`src/rtl/hazard_ctrl_if.sv`:
```
// Pipeline hazard bus between the OTTER core and hazard_ctrl.
// The core side (master) supplies register/stage information and memory
// handshake status; the controller side (slave) returns enables, flushes
// and the data-memory request.
interface hazard_ctrl_if;
    logic [4:0] if_id_rs1;
    logic [4:0] if_id_rs2;
    logic       if_id_uses_rs1;
    logic       if_id_uses_rs2;
    logic       if_id_is_branch;
    logic       branch_taken;
    logic [4:0] id_ex_rd;
    logic       id_ex_regWrite;
    logic       id_ex_memRead;
    logic [4:0] ex_mem_rd;
    logic       ex_mem_memRead;
    logic       ex_mem_access;
    logic       dmem_ack;
    logic       imem_ready;
    logic       pc_en;
    logic       if_id_en;
    logic       id_ex_en;
    logic       ex_mem_en;
    logic       mem_wb_en;
    logic       if_id_flush;
    logic       id_ex_flush;
    logic       mem_wb_flush;
    logic       dmem_req;

    modport master (
        output if_id_rs1, if_id_rs2, if_id_uses_rs1, if_id_uses_rs2,
               if_id_is_branch, branch_taken, id_ex_rd, id_ex_regWrite,
               id_ex_memRead, ex_mem_rd, ex_mem_memRead, ex_mem_access,
               dmem_ack, imem_ready,
        input  pc_en, if_id_en, id_ex_en, ex_mem_en, mem_wb_en,
               if_id_flush, id_ex_flush, mem_wb_flush, dmem_req
    );

    modport slave (
        input  if_id_rs1, if_id_rs2, if_id_uses_rs1, if_id_uses_rs2,
               if_id_is_branch, branch_taken, id_ex_rd, id_ex_regWrite,
               id_ex_memRead, ex_mem_rd, ex_mem_memRead, ex_mem_access,
               dmem_ack, imem_ready,
        output pc_en, if_id_en, id_ex_en, ex_mem_en, mem_wb_en,
               if_id_flush, id_ex_flush, mem_wb_flush, dmem_req
    );
endinterface

```
`src/rtl/hazard_ctrl.sv`:
```
// OTTER pipeline sequencing controller: stalls/flushes for load-use and
// decode-branch operand hazards, branch redirects, fetch misses and
// data-memory waits, plus stall/flush counters and a sticky timeout flag.
module hazard_ctrl #(
    parameter int DMEM_TIMEOUT = 255,
    parameter int CNT_W        = 32
) (
    input  logic              CLK,
    input  logic              RST,
    hazard_ctrl_if.slave      bus,
    output logic [CNT_W-1:0]  stall_cycles,
    output logic [CNT_W-1:0]  flush_count,
    output logic              err_dmem_timeout
);
    localparam logic [0:0] RUN       = 1'b0;
    localparam logic [0:0] DMEM_WAIT = 1'b1;
    // wait_cnt never exceeds DMEM_TIMEOUT-1
    localparam int WC_W = $clog2(DMEM_TIMEOUT);

    logic [0:0]       state_q, state_d;
    logic [WC_W-1:0]  wait_cnt_q, wait_cnt_d;
    logic [CNT_W-1:0] stall_q, stall_d;
    logic [CNT_W-1:0] flush_q, flush_d;
    logic             err_q, err_d;

    logic load_use, br_ex, br_mem, hz;
    logic req, at_limit, dmem_hold, forced_rel, redirect;
    logic pc_en, if_id_en, id_ex_en, ex_mem_en, mem_wb_en;
    logic if_id_flush, id_ex_flush, mem_wb_flush;

    // Decode operand depends on a producer register (x0 never matches)
    function automatic logic src_match(input logic uses, input logic [4:0] rs,
                                       input logic [4:0] rd);
        return uses && (rs == rd) && (rd != 5'd0);
    endfunction

    // Hazard detection and memory handshake status
    always_comb begin
        load_use = bus.id_ex_memRead &&
                   (src_match(bus.if_id_uses_rs1, bus.if_id_rs1, bus.id_ex_rd) ||
                    src_match(bus.if_id_uses_rs2, bus.if_id_rs2, bus.id_ex_rd));
        br_ex    = bus.if_id_is_branch && bus.id_ex_regWrite &&
                   (src_match(bus.if_id_uses_rs1, bus.if_id_rs1, bus.id_ex_rd) ||
                    src_match(bus.if_id_uses_rs2, bus.if_id_rs2, bus.id_ex_rd));
        br_mem   = bus.if_id_is_branch && bus.ex_mem_memRead &&
                   (src_match(bus.if_id_uses_rs1, bus.if_id_rs1, bus.ex_mem_rd) ||
                    src_match(bus.if_id_uses_rs2, bus.if_id_rs2, bus.ex_mem_rd));
        hz       = load_use || br_ex || br_mem;

        // Request is suppressed in reset so an in-flight access is aborted
        req        = !RST && (((state_q == RUN) && bus.ex_mem_access) ||
                              (state_q == DMEM_WAIT));
        at_limit   = (wait_cnt_q == WC_W'(DMEM_TIMEOUT - 1));
        dmem_hold  = req && !bus.dmem_ack && !at_limit;
        forced_rel = req && !bus.dmem_ack && at_limit;
        redirect   = !RST && !dmem_hold && !hz && bus.branch_taken;
    end

    // Prioritised enable/flush generation
    always_comb begin
        pc_en        = 1'b1;
        if_id_en     = 1'b1;
        id_ex_en     = 1'b1;
        ex_mem_en    = 1'b1;
        mem_wb_en    = 1'b1;
        if_id_flush  = 1'b0;
        id_ex_flush  = 1'b0;
        mem_wb_flush = 1'b0;
        if (RST) begin
            pc_en        = 1'b0;
            if_id_en     = 1'b0;
            id_ex_en     = 1'b0;
            ex_mem_en    = 1'b0;
            mem_wb_en    = 1'b0;
            if_id_flush  = 1'b1;
            id_ex_flush  = 1'b1;
            mem_wb_flush = 1'b1;
        end else if (dmem_hold) begin
            // Freeze everything up to MEM; WB drains and receives a bubble
            pc_en        = 1'b0;
            if_id_en     = 1'b0;
            id_ex_en     = 1'b0;
            ex_mem_en    = 1'b0;
            mem_wb_flush = 1'b1;
        end else if (hz) begin
            pc_en       = 1'b0;
            if_id_en    = 1'b0;
            id_ex_flush = 1'b1;
        end else if (bus.branch_taken) begin
            // Redirect wins over a missing fetch: the fetched word is discarded anyway
            if_id_flush = 1'b1;
        end else if (!bus.imem_ready) begin
            pc_en       = 1'b0;
            if_id_flush = 1'b1;
        end
    end

    // Next-state for FSM, wait counter, performance counters and error flag
    always_comb begin
        state_d    = state_q;
        wait_cnt_d = '0;
        stall_d    = stall_q;
        flush_d    = flush_q;
        err_d      = err_q;
        if (dmem_hold) begin
            state_d    = DMEM_WAIT;
            wait_cnt_d = wait_cnt_q + WC_W'(1);
        end else if (state_q == DMEM_WAIT) begin
            state_d = RUN;
        end
        if (!pc_en)     stall_d = stall_q + CNT_W'(1);
        if (redirect)   flush_d = flush_q + CNT_W'(1);
        if (forced_rel) err_d   = 1'b1;
    end

    // State registers with synchronous reset
    always_ff @(posedge CLK) begin
        if (RST) begin
            state_q    <= RUN;
            wait_cnt_q <= '0;
            stall_q    <= '0;
            flush_q    <= '0;
            err_q      <= 1'b0;
        end else begin
            state_q    <= state_d;
            wait_cnt_q <= wait_cnt_d;
            stall_q    <= stall_d;
            flush_q    <= flush_d;
            err_q      <= err_d;
        end
    end

    assign bus.pc_en        = pc_en;
    assign bus.if_id_en     = if_id_en;
    assign bus.id_ex_en     = id_ex_en;
    assign bus.ex_mem_en    = ex_mem_en;
    assign bus.mem_wb_en    = mem_wb_en;
    assign bus.if_id_flush  = if_id_flush;
    assign bus.id_ex_flush  = id_ex_flush;
    assign bus.mem_wb_flush = mem_wb_flush;
    assign bus.dmem_req     = req;

    assign stall_cycles     = stall_q;
    assign flush_count      = flush_q;
    assign err_dmem_timeout = err_q;
endmodule

```
`src/flat_wrapper.sv`:
```
// flat-port wrapper written by rule: the top's interface ports become plain ports
module hazard_ctrl_flat 
#(
    parameter int DMEM_TIMEOUT = 255,
    parameter int CNT_W        = 32
)
  (CLK, RST, stall_cycles, flush_count, err_dmem_timeout, bus_if_id_rs1, bus_if_id_rs2, bus_if_id_uses_rs1, bus_if_id_uses_rs2, bus_if_id_is_branch, bus_branch_taken, bus_id_ex_rd, bus_id_ex_regWrite, bus_id_ex_memRead, bus_ex_mem_rd, bus_ex_mem_memRead, bus_ex_mem_access, bus_dmem_ack, bus_imem_ready, bus_pc_en, bus_if_id_en, bus_id_ex_en, bus_ex_mem_en, bus_mem_wb_en, bus_if_id_flush, bus_id_ex_flush, bus_mem_wb_flush, bus_dmem_req);
  hazard_ctrl_if bus_i ();
  input  logic CLK;
  input  logic RST;
  output logic [CNT_W-1:0] stall_cycles;
  output logic [CNT_W-1:0] flush_count;
  output logic err_dmem_timeout;
  input wire logic [$bits(bus_i.if_id_rs1)-1:0] bus_if_id_rs1;
  input wire logic [$bits(bus_i.if_id_rs2)-1:0] bus_if_id_rs2;
  input wire logic [$bits(bus_i.if_id_uses_rs1)-1:0] bus_if_id_uses_rs1;
  input wire logic [$bits(bus_i.if_id_uses_rs2)-1:0] bus_if_id_uses_rs2;
  input wire logic [$bits(bus_i.if_id_is_branch)-1:0] bus_if_id_is_branch;
  input wire logic [$bits(bus_i.branch_taken)-1:0] bus_branch_taken;
  input wire logic [$bits(bus_i.id_ex_rd)-1:0] bus_id_ex_rd;
  input wire logic [$bits(bus_i.id_ex_regWrite)-1:0] bus_id_ex_regWrite;
  input wire logic [$bits(bus_i.id_ex_memRead)-1:0] bus_id_ex_memRead;
  input wire logic [$bits(bus_i.ex_mem_rd)-1:0] bus_ex_mem_rd;
  input wire logic [$bits(bus_i.ex_mem_memRead)-1:0] bus_ex_mem_memRead;
  input wire logic [$bits(bus_i.ex_mem_access)-1:0] bus_ex_mem_access;
  input wire logic [$bits(bus_i.dmem_ack)-1:0] bus_dmem_ack;
  input wire logic [$bits(bus_i.imem_ready)-1:0] bus_imem_ready;
  output wire logic [$bits(bus_i.pc_en)-1:0] bus_pc_en;
  output wire logic [$bits(bus_i.if_id_en)-1:0] bus_if_id_en;
  output wire logic [$bits(bus_i.id_ex_en)-1:0] bus_id_ex_en;
  output wire logic [$bits(bus_i.ex_mem_en)-1:0] bus_ex_mem_en;
  output wire logic [$bits(bus_i.mem_wb_en)-1:0] bus_mem_wb_en;
  output wire logic [$bits(bus_i.if_id_flush)-1:0] bus_if_id_flush;
  output wire logic [$bits(bus_i.id_ex_flush)-1:0] bus_id_ex_flush;
  output wire logic [$bits(bus_i.mem_wb_flush)-1:0] bus_mem_wb_flush;
  output wire logic [$bits(bus_i.dmem_req)-1:0] bus_dmem_req;
  assign bus_i.if_id_rs1 = bus_if_id_rs1;
  assign bus_i.if_id_rs2 = bus_if_id_rs2;
  assign bus_i.if_id_uses_rs1 = bus_if_id_uses_rs1;
  assign bus_i.if_id_uses_rs2 = bus_if_id_uses_rs2;
  assign bus_i.if_id_is_branch = bus_if_id_is_branch;
  assign bus_i.branch_taken = bus_branch_taken;
  assign bus_i.id_ex_rd = bus_id_ex_rd;
  assign bus_i.id_ex_regWrite = bus_id_ex_regWrite;
  assign bus_i.id_ex_memRead = bus_id_ex_memRead;
  assign bus_i.ex_mem_rd = bus_ex_mem_rd;
  assign bus_i.ex_mem_memRead = bus_ex_mem_memRead;
  assign bus_i.ex_mem_access = bus_ex_mem_access;
  assign bus_i.dmem_ack = bus_dmem_ack;
  assign bus_i.imem_ready = bus_imem_ready;
  assign bus_pc_en = bus_i.pc_en;
  assign bus_if_id_en = bus_i.if_id_en;
  assign bus_id_ex_en = bus_i.id_ex_en;
  assign bus_ex_mem_en = bus_i.ex_mem_en;
  assign bus_mem_wb_en = bus_i.mem_wb_en;
  assign bus_if_id_flush = bus_i.if_id_flush;
  assign bus_id_ex_flush = bus_i.id_ex_flush;
  assign bus_mem_wb_flush = bus_i.mem_wb_flush;
  assign bus_dmem_req = bus_i.dmem_req;
  hazard_ctrl #(.DMEM_TIMEOUT(DMEM_TIMEOUT), .CNT_W(CNT_W)) u_core (.CLK(CLK), .RST(RST), .bus(bus_i), .stall_cycles(stall_cycles), .flush_count(flush_count), .err_dmem_timeout(err_dmem_timeout));
endmodule
```
`config.mk`:
```
export PLATFORM = sky130hd
export DESIGN_NAME = hazard_ctrl_flat
export DESIGN_NICKNAME = d
export VERILOG_FILES = /design/src/rtl/hazard_ctrl_if.sv /design/src/rtl/hazard_ctrl.sv /design/src/flat_wrapper.sv
export SDC_FILE = /design/constraint.sdc
export NUM_CORES = 1
export LEC_CHECK = 0
export BUFFER_PORTS_ARGS = -buffer_cell sky130_fd_sc_hd__buf_2
export CAP_MARGIN = 20
export CORE_MARGIN = 8
export CORE_UTILIZATION = 50
export DETAILED_ROUTE_END_ITERATION = 16
export PLACE_DENSITY = 0.76
export SYNTH_ARGS = -nofsm -noshare
export SYNTH_HDL_FRONTEND = slang
export SYNTH_SLANG_ARGS = --single-unit
```
`constraint.sdc`:
```
create_clock -name CLK -period 6.96 [get_ports CLK]
set_clock_uncertainty 0.1 [all_clocks]
set_input_delay 0.696 -clock CLK [delete_from_list [all_inputs] [get_ports CLK]]
set_output_delay 0.696 -clock CLK [all_outputs]
set_load 0.01 [all_outputs]
```
**Word level (Yosys, flattened, before mapping)**

Index checks and enable logic that the tools add are counted.

- Register bits: 74
- Input port bits: 32
- Output and inout bits: 74
- Word-level logic and storage cells: 70

- Add/subtract/negate cells: 3
- Equality and inequality tests: 5
- Muxes and demuxes: 21
- Bitwise operators: 2
- Reduce and logical (&&, ||, !) cells: 34

Operators with widths:

| operator | count |
|---|---|
| adder 32 x 1 -> 32 bit, second input constant | 2 |
| logical AND 1 bit | 21 |
| 2-to-1 mux 1 bit | 21 |
| == test 5 bit | 4 |
| nonzero test 5 bit | 2 |
| adder 8 x 1 -> 8 bit, second input constant | 1 |
| == test 8 bit, second input constant | 1 |
| logical NOT 1 bit | 5 |
| logical OR 1 bit | 5 |
| NOT 1 bit | 2 |
| OR reduction 2 bit | 1 |

**Longest topological paths before layout**

Gate-level depths: netlist of the first run.

- Depth in word-level cells: 10
- Gate-level depth with buffers: 11
- Depth with buffers taken out: 9

**Worst setup path after synthesis of the first run**

No wires, ideal clock.

- Path kind: input to output
- Start point: in bus_ex_mem_rd[1]
- End point: out bus_pc_en
- Arrival: 2.426 ns
- Data required time: 6.164 ns
- Path slack: 3.738 ns
- Stages on the path: 8
- Buffers on the path: 3
- Path through: or4_1 > o211ai_2 > inv_2 > a221o_1 > buf_2 > buf_2 > clkbuf_1 > nor2_1

- Word-level cells in the longest chain between the ends: 9
- Elaborated cells between the ends (all ways): 13
- Those cells by class: eq/ne: 2; mux: 3; reduce/logical: 8

Ends and longest elaborated chain:

| item | RTL line | text |
|---|---|---|
| start, declared | flat_wrapper.sv:23 | `input wire logic [$bits(bus_i.ex_mem_rd)-1:0] bus_ex_mem_rd;` |
| == test 5 bit | hazard_ctrl.sv:34 | `return uses && (rs == rd) && (rd != 5'd0);` |
| logical AND 1 bit (2 in a row) | hazard_ctrl.sv:34 |  |
| logical OR 1 bit (*) | hazard_ctrl.sv:46 | `(src_match(bus.if_id_uses_rs1, bus.if_id_rs1, bus.ex_mem_rd) \|\|` |
| logical AND 1 bit (*) | hazard_ctrl.sv:45 | `br_mem = bus.if_id_is_branch && bus.ex_mem_memRead &&` |
| logical OR 1 bit (*) | hazard_ctrl.sv:48 | `hz = load_use \|\| br_ex \|\| br_mem;` |
| 2-to-1 mux 1 bit (*) | hazard_ctrl.sv:85 | `end else if (hz) begin` |
| 2-to-1 mux 1 bit (*) | hazard_ctrl.sv:78 | `end else if (dmem_hold) begin` |
| 2-to-1 mux 1 bit (*) | hazard_ctrl.sv:69 | `if (RST) begin` |
| end, declared | flat_wrapper.sv:28 | `output wire logic [$bits(bus_i.pc_en)-1:0] bus_pc_en;` |

Mark *: on every way between the ends. The rest lies on a longest branch, timed or not.

**Worst setup path in the final report of the first run**

- Start point: in RST
- End point: out bus_if_id_en

- Word-level cells in the longest chain between the ends: 6

Ends and longest elaborated chain:

| item | RTL line | text |
|---|---|---|
| start, declared | flat_wrapper.sv:10 | `input logic RST;` |
| logical NOT 1 bit | hazard_ctrl.sv:51 | `req = !RST && (((state_q == RUN) && bus.ex_mem_access) \|\|` |
| logical AND 1 bit | hazard_ctrl.sv:51 |  |
| logical AND 1 bit (2 in a row) | hazard_ctrl.sv:54 | `dmem_hold = req && !bus.dmem_ack && !at_limit;` |
| 2-to-1 mux 1 bit | hazard_ctrl.sv:78 |  |
| 2-to-1 mux 1 bit (*) | hazard_ctrl.sv:69 |  |
| end, declared | flat_wrapper.sv:29 | `output wire logic [$bits(bus_i.if_id_en)-1:0] bus_if_id_en;` |

Marks and branches as above.

==> metrics.yaml, run 1 <==
slowest_stage: "buf_4"
cpPeakStageDelay_ns: 0.66
grt_pass1_vias: 3740
rsz0062_at_grt: "no"
wirelength_um: 10400
ys_warn_count: 0
status: "complete, no violations"
drive_above_1_share_pct: 26.9
ant_nets: 0
tns_ns: 0
reg2reg_from: "u_core.wait_cnt_q[0]$_SDFF_PP0_"
peakVddDrop_mv: 0.0996
yosysTopAreaCell: "dfxtp_1"
postSynthAreaPerCell_um2: 8.25
areaGrowthSynthToFinish_pct: 19.6
globalplace.congestion: 0.842
synth-edff-count: 0
grtUsageMet3_pct: 3.54
timing.critical_path.to_type: "output port"
cts_setup_buffers: 0
dieArea_mm2: 0.0114
antenna_found_initial: 0
cts_resized: 0
fin_nets: 621
grt_use_total_pct: 18.1
worstHoldStart: "u_core.err_dmem_timeout$_SDFFE_PP0P_"
worst_pin_slew_ns: 0.879
setup_violations: 0
met2_usage_pct: 29.3
synth.distinct_cells: 46
r2r_setup_slack_ns: 3.52
post-synth-top-area-fraction_pct: 36.1
hold_class: "reg -> reg"
syn_inst: 498
die_w_um: 107
grt_overflow: 0
required_ns: 6.16
ys_ff_latch: 74
finalWorstPathRequiredPeriod_ns: 4.42
synth_top_cells_by_area: "dfxtp_1 (36%), mux2_2 (8.2%), nor2b_1 (4.6%)"
top_usage_layer: "met2"
ctsRootBufferMaster: "clkbuf_8"
async_flop_share_pct: 0
diodes: 0
io_pins: 106
relSlewSlack_pct: 41.4
critPathKind: "in -> out"
port_buffers: 105
htreeDepth: 3
drc: 0
slew_viol_final: 0
syn_nets: 534
syn_area_mm2: 0.00411
numCtsBuffers: 9
cts_buffer_depth: 2
cp-start-kind: "input pin"
drtPass1Iterations: 4
path_cells: "buf_2 -> buf_4 -> o21ba_2 -> o211ai_1 -> nand2_1 -> a221o_2 -> buf_4 -> inv_1 -> buf_2"
holdBufCountCts: 0
power_w: 0.000929
die_h_um: 107
worstRegToRegCells: 10
via_count: 3985
reg2reg_to: "u_core.stall_cycles[15]$_SDFFE_PP0N_"
core_mm2: 0.00809
period_share_pct: 63.5
rows: 33
drt_iter0_markers: 249
drt-vias-per-instance: 5.73
grt_use_met1_pct: 23.4
start_util_pct: 50.8
worstPathMaxFanout: 91
cap_violations: 0
fmax_ghz: 0.226
grt_max_degree: 92
cp.arrival_ns: 3.62
grt_pass1_wl_um: 17500
dpl.hpwl_um: 7570
cts.clk_slew.worst_paths_ns: 0.07
routedWlPerCell_um: 15.0
cts_tree: "built"
hold_depth: 2
seq_area_frac_synth_pct: 36.1
hold_path_end: "u_core.err_dmem_timeout$_SDFFE_PP0P_"
power_density_mw_per_mm2: 189
cellLeakagePower_nw: 2.03
hold_violations: 0
clk-insertion-delay-late_ns: 0.34
cts.sinks: 74
synthFlopType: "dfxtp_1"
synth_stat cells (2+ instances only):
master     instances
a21oi_1           37
a221o_1            2
and2_0             2
and2_1             6
and3_1            12
and4_1             9
buf_2              6
clkbuf_1          24
dfxtp_1           74
ha_1               4
inv_1              8
mux2_2            30
mux2i_1            2
nand2_1           26
nand3_1           23
nand4_1           23
nor2_1            46
nor2b_1           30
nor3_1             5
o2111ai_1         11
o211ai_1           9
o21a_1             2
o21ai_0           26
o22ai_1            2
o311ai_0           2
o31ai_1            6
o41ai_1            3
or3_1             21
or4_1              8
xnor2_1           21
xor2_1             3
routing by layer:
metal  vias to the layer above  routed length, um
li1                       2000                  -
met1                      1871               4780
met2                        99               4910
met3                        15                567
met4                         0                183
met5                         -                  0
power by group:
part           internal, W  switching, W
logic            0.0000288     0.0000504
clock network     0.000258      0.000160
registers         0.000426    0.00000477
total             0.000713      0.000216
cell type report:
cell class              count  area [um2]
clock buffers              12         155
clock inverters             4        97.6
fillers                   759        3180
inverters                   9        33.8
multi-input cells         382        2460
flip-flops and latches     74        1480
well taps                 105         131
repair buffers            109         556
worst max path at each step:
| stage | slack [ns] | endpoint | from | cells past startpoint |
|---|---|---|---|---|
| 3_3_place_gp | 2.63 | bus_if_id_en | RST | 9 |
| 5_1_grt | 2.29 | bus_if_id_en | RST | 9 |
| 3_5_place_dp | 2.53 | bus_if_id_en | RST | 9 |
| 2_1_floorplan | 3.74 | bus_pc_en | bus_ex_mem_rd[1] | 8 |
| 4_1_cts | 2.53 | bus_if_id_en | RST | 9 |
| 6_report | 2.54 | bus_if_id_en | RST | 9 |
state kept, by name, indices dropped and copies added (netlist names):
register,flops
u_core.wait_cnt_q,8
u_core.flush_count,32
u_core.err_dmem_timeout,1
u_core.stall_cycles,32
u_core.state_q,1
kinds of logic after synthesis:
family	share of synthesized area, %
mux	8.71
fa+ha+maj	1.22
xor+xnor	5.12
compound gates	16.6
buf+inv	4.14
simple gates	28.2
flops	36.1
per-stage QoR:
stage / utilization [%] / hold WS [ns] / cells / area [um2] / worst slack (ns)
2_1_floorplan: - / 0.330 / 498 / 4110 / 3.74
5_1_grt: 60.7 / 0.400 / 695 / 4910 / 2.29
3_3_place_gp: 57.6 / 0.343 / 679 / 4660 / 2.63
6_report: 60.7 / 0.371 / 695 / 4910 / 2.54
4_1_cts: 60.7 / 0.376 / 695 / 4910 / 2.53
3_5_place_dp: 57.6 / 0.359 / 679 / 4660 / 2.53
cells in the final DEF, fill, tap and decap left out, types with 2 or more instances in the layout:
cell       count
xnor2_1       21
o311ai_0       2
clkbuf_8      11
and3_1        12
and2_1         6
nor3_1         5
o22ai_1        2
buf_4          4
xor2_1         3
and2_0         2
a21oi_1       37
o41ai_1        3
dfxtp_1       74
or4_1          8
o21a_1         2
mux2i_1        2
nor2_1        46
bufinv_16      3
o2111ai_1     11
nand2_1       26
and4_1         9
nand4_1       23
o31ai_1        6
inv_1          8
mux2_2        30
or3_1         21
buf_2        105
o21ai_0       26
nor2b_1       30
o211ai_1       9
ha_1           4
nand3_1       23
critical path, delay by kind of cell:
family	cells	cell delay, ns
buf+inv	5	1.69
simple gates	1	0.19
compound gates	3	0.97
Power figures use the tool's default switching activity.
==> inputs of run 2 (changes only) <==
==> constraint.sdc (replaced) <==
create_clock -name CLK -period 4.1 [get_ports CLK]
set_clock_uncertainty 0.1 [all_clocks]
set_input_delay 0.41 -clock CLK [delete_from_list [all_inputs] [get_ports CLK]]
set_output_delay 0.41 -clock CLK [all_outputs]
set_load 0.01 [all_outputs]
==> metrics.yaml, run 2 (same netlist as run 1, synthesis figures left out) <==
numCtsBuffers: 9  # unchanged
placed_area_mm2: 0.00467  # +0.16%
wirelength_um: 10700  # +2.9%
drtPass1Iterations: 4  # unchanged
cpPeakStageDelay_ns: 0.74  # +0.08 ns
via_count: 3972  # -0.33%
grt_pass1_vias: 3743  # +0.080%
pwr-share-seq_pct: 49.8  # +3.4 points
power_density_mw_per_mm2: 302  # +60%
peakVddDrop_mv: 0.170  # +71%
slew_viol_final: 0  # unchanged
grt_max_degree: 90  # -2.2%
port_buffers: 105  # unchanged
period_share_pct: 87.0
grt_overflow: 0  # unchanged
r2r_setup_slack_ns: 0.78  # -2.74 ns
required_ns: 3.59  # -2.57 ns
pwr-share-clk_pct: 40.9  # -4.2 points
p_int_w: 0.00111  # +56%
timing.critical_path.to_type: "output port"
cts_tree: "built"
drt-vias-per-instance: 5.72  # -0.33%
globalplace.congestion: 0.863  # +2.5%
io_pins: 106  # unchanged
layout_common_cells: "buf_2 (105), dfxtp_1 (74), nor2_1 (46)"
areaGrowthSynthToFinish_pct: 18.5
cts_buffer_depth: 2  # unchanged
status: "complete, no violations"
die_h_um: 107  # unchanged
dpl.hpwl_um: 7860  # +3.7%
final_area_mm2: 0.00487  # -0.92%
cp-start-kind: "register"
p_comb_share_pct: 9.3  # +0.8 points
routedWlPerCell_um: 15.5  # +2.9%
cts.sinks: 74  # unchanged
cts_setup_buffers: 0  # unchanged
worst_pin_slew_ns: 0.902  # +0.0223 ns
cp_top_family: "compound AO/OA/AOI/OAI gates"
ctsRootBufferMaster: "clkbuf_8"
finalWorstPathRequiredPeriod_ns: 3.57
ant_nets: 0  # unchanged
fin_nets: 622  # +0.16%
rows: 33  # unchanged
switching_share_pct: 24.3  # +1.1 points
cts_resized: 0  # unchanged
holdBufCountCts: 0  # unchanged
drt_iter0_markers: 247  # -0.80%
cts.clk_slew.worst_paths_ns: 0.07  # about the same
drive_above_1_share_pct: 26.6  # -0.34 points
diodes: 0  # unchanged
rsz0062_at_grt: "no"
tns_ns: 0  # unchanged
relSlewSlack_pct: 39.9  # -1.5 points
path_cells: "nand4_1 -> o211ai_1 -> nand2_1 -> a221o_2 -> inv_1 -> buf_2"
start_util_pct: 50.8  # unchanged
drc: 0  # unchanged
antenna_found_initial: 0  # unchanged
crit_buf_inv: 2  # -3
die_w_um: 107  # unchanged
reg2reg_from: "u_core.wait_cnt_q[3]$_SDFF_PP0_"
core_mm2: 0.00809  # unchanged
slowest_stage: "o211ai_1"
clk-insertion-delay-late_ns: 0.35  # about the same
cap_violations: 0  # unchanged
worstHoldStart: "bus_dmem_ack"
switching_power_w: 0.000357  # +65%
fmax_ghz: 0.280
dieArea_mm2: 0.0114  # unchanged
hold_violations: 0  # unchanged
final_common_cell: "buf_2"
grt_pass1_wl_um: 17700  # +1.5%
htreeDepth: 3  # unchanged
worstPathMaxFanout: 25  # -73%
cellLeakagePower_nw: 2.01  # -0.84%
hold_class: "in -> reg"
grt_use_total_pct: 18.7  # +0.53 points
critPathLaunch: "u_core.wait_cnt_q[3]$_SDFF_PP0_"
cp.arrival_ns: 3.06  # -0.56 ns
setup_violations: 0  # unchanged
critPathKind: "reg -> out"
run 2: layout make-up:
class / count / area (um2)
Fill cell: 746 / 3220
Multi-Input combinational cell: 382 / 2460
Sequential cell: 74 / 1480
Timing Repair Buffer: 110 / 563
Clock buffer: 12 / 135
Tap cell: 105 / 131
Clock inverter: 3 / 65.1
Inverter: 9 / 33.8
run 2: metal layers:
| layer | vias up | global-route usage, % | routed length [um] |
|---|---|---|---|
| met4 | 0 | 8.64 | 234 |
| met5 | - | 0 | 0 |
| met3 | 20 | 4.38 | 674 |
| met1 | 1849 | 23.1 | 4720 |
| met2 | 106 | 30.2 | 5110 |
| li1 | 1997 | - | - |
run 2: worst register-to-register path: stages (launching register included):
cell	delay (ns)
dfxtp_1	0.40
nand4_1	0.20
o211ai_1	0.74
nand2_1	0.20
a221o_2	0.53
buf_4	0.35
or4_1	0.56
a21oi_1	0.16
run 2: through the flow:
stage	setup WS, ns	utilization [%]	std cells	total power, W	hold WS [ns]
finish	0.534	60.2	695	0.00147	0.306
global route	0.288	60.2	695	0.00153	0.332
CTS	0.566	60.2	695	0.00148	0.297
detailed placement	0.835	57.7	680	0.000884	0.352
global placement	0.985	57.7	680	0.000879	0.349
floorplan	1.45	-	498	0.000835	0.330
run 2: final timing paths:
| path | end | cells past startpoint |
|---|---|---|
| max reg2reg | u_core.flush_count[18]$_SDFFE_PP0P_ | 7 |
| min | u_core.err_dmem_timeout$_SDFFE_PP0P_ | 4 |
| max | bus_if_id_en | 6 |
| min reg2reg | u_core.wait_cnt_q[0]$_SDFF_PP0_ | 1 |
run 2: power groups by stage:
stage          Combinational [W]  Sequential (W)  Clock (W)
3_5_place_dp            0.000136        0.000748          0
4_1_cts                 0.000136        0.000731   0.000613
6_report                0.000136        0.000731   0.000602
5_1_grt                 0.000151        0.000732   0.000643
2_1_floorplan          0.0000869        0.000748          0
3_3_place_gp            0.000131        0.000747          0
==> inputs of run 3 (changes only) <==
--- a/config.mk
+++ b/config.mk
@@ -7,6 +7,7 @@
 export LEC_CHECK = 0
 export BUFFER_PORTS_ARGS = -buffer_cell sky130_fd_sc_hd__buf_2
 export CAP_MARGIN = 20
+export CORE_ASPECT_RATIO = 0.5
 export CORE_MARGIN = 8
 export CORE_UTILIZATION = 50
 export DETAILED_ROUTE_END_ITERATION = 16
==> metrics.yaml, run 3 (same netlist as run 1, synthesis figures left out) <==
status: "complete, no violations"
timing.critical_path.to_type: "output port"
crit_cells: 7  # +1
routedWlPerCell_um: 14.9  # -3.8%
globalplace.congestion: 0.795  # -7.9%
pwr-share-seq_pct: 43.0  # -6.8 points
core_mm2: 0.00800  # -1.1%
cpPeakStageDelay_ns: 0.57  # -0.17 ns
wirelength_um: 10500  # -2.7%
cts_buffer_depth: 2  # unchanged
grt_max_degree: 65  # -28%
pre_cts_ws_ns: 0.908  # +0.0725 ns
layout_common_cells: "buf_2 (105), dfxtp_1 (74), nor2_1 (46)"
antenna_found_initial: 0  # unchanged
cp.arrival_ns: 2.55  # -0.51 ns
relSlewSlack_pct: 47.2  # +7.3 points
cp-start-kind: "input pin"
finalWorstSetupSlack_ns: 1.04  # +0.510 ns
cap_violations: 0  # unchanged
drt-vias-per-instance: 5.52  # -3.4%
setup_violations: 0  # unchanged
power_density_mw_per_mm2: 341  # +13%
rsz0062_at_grt: "no"
tns_ns: 0  # unchanged
cts.clk_slew.worst_paths_ns: 0.06  # about the same
holdBufCountCts: 0  # unchanged
htreeDepth: 3  # unchanged
finalWorstPathRequiredPeriod_ns: 3.06  # -0.510 ns
die_w_um: 144  # +35%
switching_share_pct: 23.4  # -0.86 points
cts.sinks: 74  # unchanged
pwr-share-clk_pct: 49.1  # +8.2 points
grt_pass1_vias: 3597  # -3.9%
worstPathMaxFanout: 26  # +4.0%
critPathKind: "in -> out"
via_count: 3881  # -2.3%
required_ns: 3.59  # about the same
cellLeakagePower_nw: 2.06  # +2.5%
fillers: 765  # +2.5%
cts_resized: 0  # unchanged
worstHoldStart: "bus_dmem_ack"
grt_overflow: 0  # unchanged
slowest_stage: "or4_1"
drc: 0  # unchanged
critPathMostFrequentCell: "buf_2"
reg2reg_from: "u_core.wait_cnt_q[0]$_SDFF_PP0_"
grt_pass1_wl_um: 17500  # -1.1%
areaGrowthSynthToFinish_pct: 21.6
period_share_pct: 74.6  # -12 points
fmax_ghz: 0.327  # +17%
fin_nets: 622  # unchanged
p_comb_share_pct: 7.9  # -1.4 points
path_cells: "buf_2 -> or4_1 -> o211ai_2 -> inv_2 -> a221o_2 -> inv_1 -> buf_2"
clk-insertion-delay-late_ns: 0.33  # -0.02 ns
ant_nets: 0  # unchanged
numCtsBuffers: 9  # unchanged
reg2reg_to: "u_core.stall_cycles[15]$_SDFFE_PP0N_"
drive_above_1_share_pct: 27.2  # +0.63 points
ctsRootBufferMaster: "clkbuf_16"
final_common_cell: "buf_2"
worstRegToRegCells: 9  # +2
slew_viol_final: 0  # unchanged
io_pins: 106  # unchanged
switching_power_w: 0.000399  # +12%
cp_top_family: "buffers and inverters"
port_buffers: 105  # unchanged
hold_class: "in -> reg"
diodes: 0  # unchanged
start_util_pct: 51.4  # +0.59 points
worst_pin_slew_ns: 0.786  # -0.116 ns
hold_violations: 0  # unchanged
hold_depth: 4  # unchanged
drtPass1Iterations: 4  # unchanged
drt_iter0_markers: 243  # -1.6%
grt_use_total_pct: 18.6  # -0.073 points
p_int_w: 0.00131  # +17%
cts_tree: "built"
crit_buf_inv: 4  # +2
dpl.hpwl_um: 7500  # -4.5%
r2r_setup_slack_ns: 1.26  # +0.48 ns
cts_setup_buffers: 0  # unchanged
die_h_um: 80.1  # -25%
rows: 23  # -30%
dieArea_mm2: 0.0116  # +1.5%
peakVddDrop_mv: 0.243  # +43%
hold_path_end: "u_core.err_dmem_timeout$_SDFFE_PP0P_"
[run 3: changes by cell type in the layout (fill, tap and decap cells not counted)]
cell / delta
clkinv_2: +1
clkbuf_1: -3
clkinv_4: +1
clkbuf_8: -9
clkinvlp_4: +2
clkbuf_16: +9
[run 3: routing by layer]
layer | vias up | wire length [um] | GRT usage, %
met4 | 0 | 78 | 5.87
met2 | 89 | 4840 | 31.7
met1 | 1783 | 4830 | 22.5
li1 | 2004 | - | -
met5 | - | 0 | 0
met3 | 5 | 707 | 5.26
[run 3: worst max-delay path by stage]
stage,from,slack [ns],to
after floorplan,bus_ex_mem_rd[1],1.45,bus_pc_en
final,bus_ex_mem_rd[1],1.04,bus_if_id_en
after detailed placement,RST,0.91,u_core.stall_cycles[15]$_SDFFE_PP0N_
after global placement,RST,0.94,u_core.stall_cycles[15]$_SDFFE_PP0N_
after CTS,bus_ex_mem_rd[1],1.07,bus_if_id_en
after global routing,u_core.wait_cnt_q[3]$_SDFF_PP0_,0.91,bus_pc_en
[run 3: power by group through the flow]
stage                     registers (W)  logic (W)  clock network (W)
after global placement         0.000747   0.000132                  0
after detailed placement       0.000748   0.000135                  0
final                          0.000732   0.000135           0.000837
after floorplan                0.000748  0.0000869                  0
after CTS                      0.000732   0.000136           0.000856
after global routing           0.000733   0.000151           0.000888
[run 3: cell type report]
cell class,instances,area (um2),share of cell area (%)
multi-input combinational,382,2460,49.2
sequential,74,1480,29.7
timing repair buffer,110,563,11.3
clock buffer,9,225,4.51
tap,112,140,2.80
clock inverter,7,93.8,1.88
inverter,9,33.8,0.676
[run 3: metrics by stage]
stage / power, W / util (%) / instances / area (um2) / hold slack (ns)
after floorplan: 0.000835 / - / 498 / 4110 / 0.330
after global placement: 0.000880 / 58.5 / 687 / 4680 / 0.344
after detailed placement: 0.000883 / 58.5 / 687 / 4680 / 0.358
after CTS: 0.00172 / 62.4 / 703 / 5000 / 0.311
after global routing: 0.00177 / 62.4 / 703 / 5000 / 0.378
final: 0.00170 / 62.4 / 703 / 5000 / 0.333
[run 3: worst reg2reg max path: stages, from the launching register on]
cell	delay (ns)
dfxtp_1	0.37
inv_1	0.06
ha_1	0.19
nand3_1	0.08
o211ai_1	0.10
nand2_1	0.11
a221o_2	0.44
inv_1	0.36
a2111oi_0	0.52
mux2_2	0.38
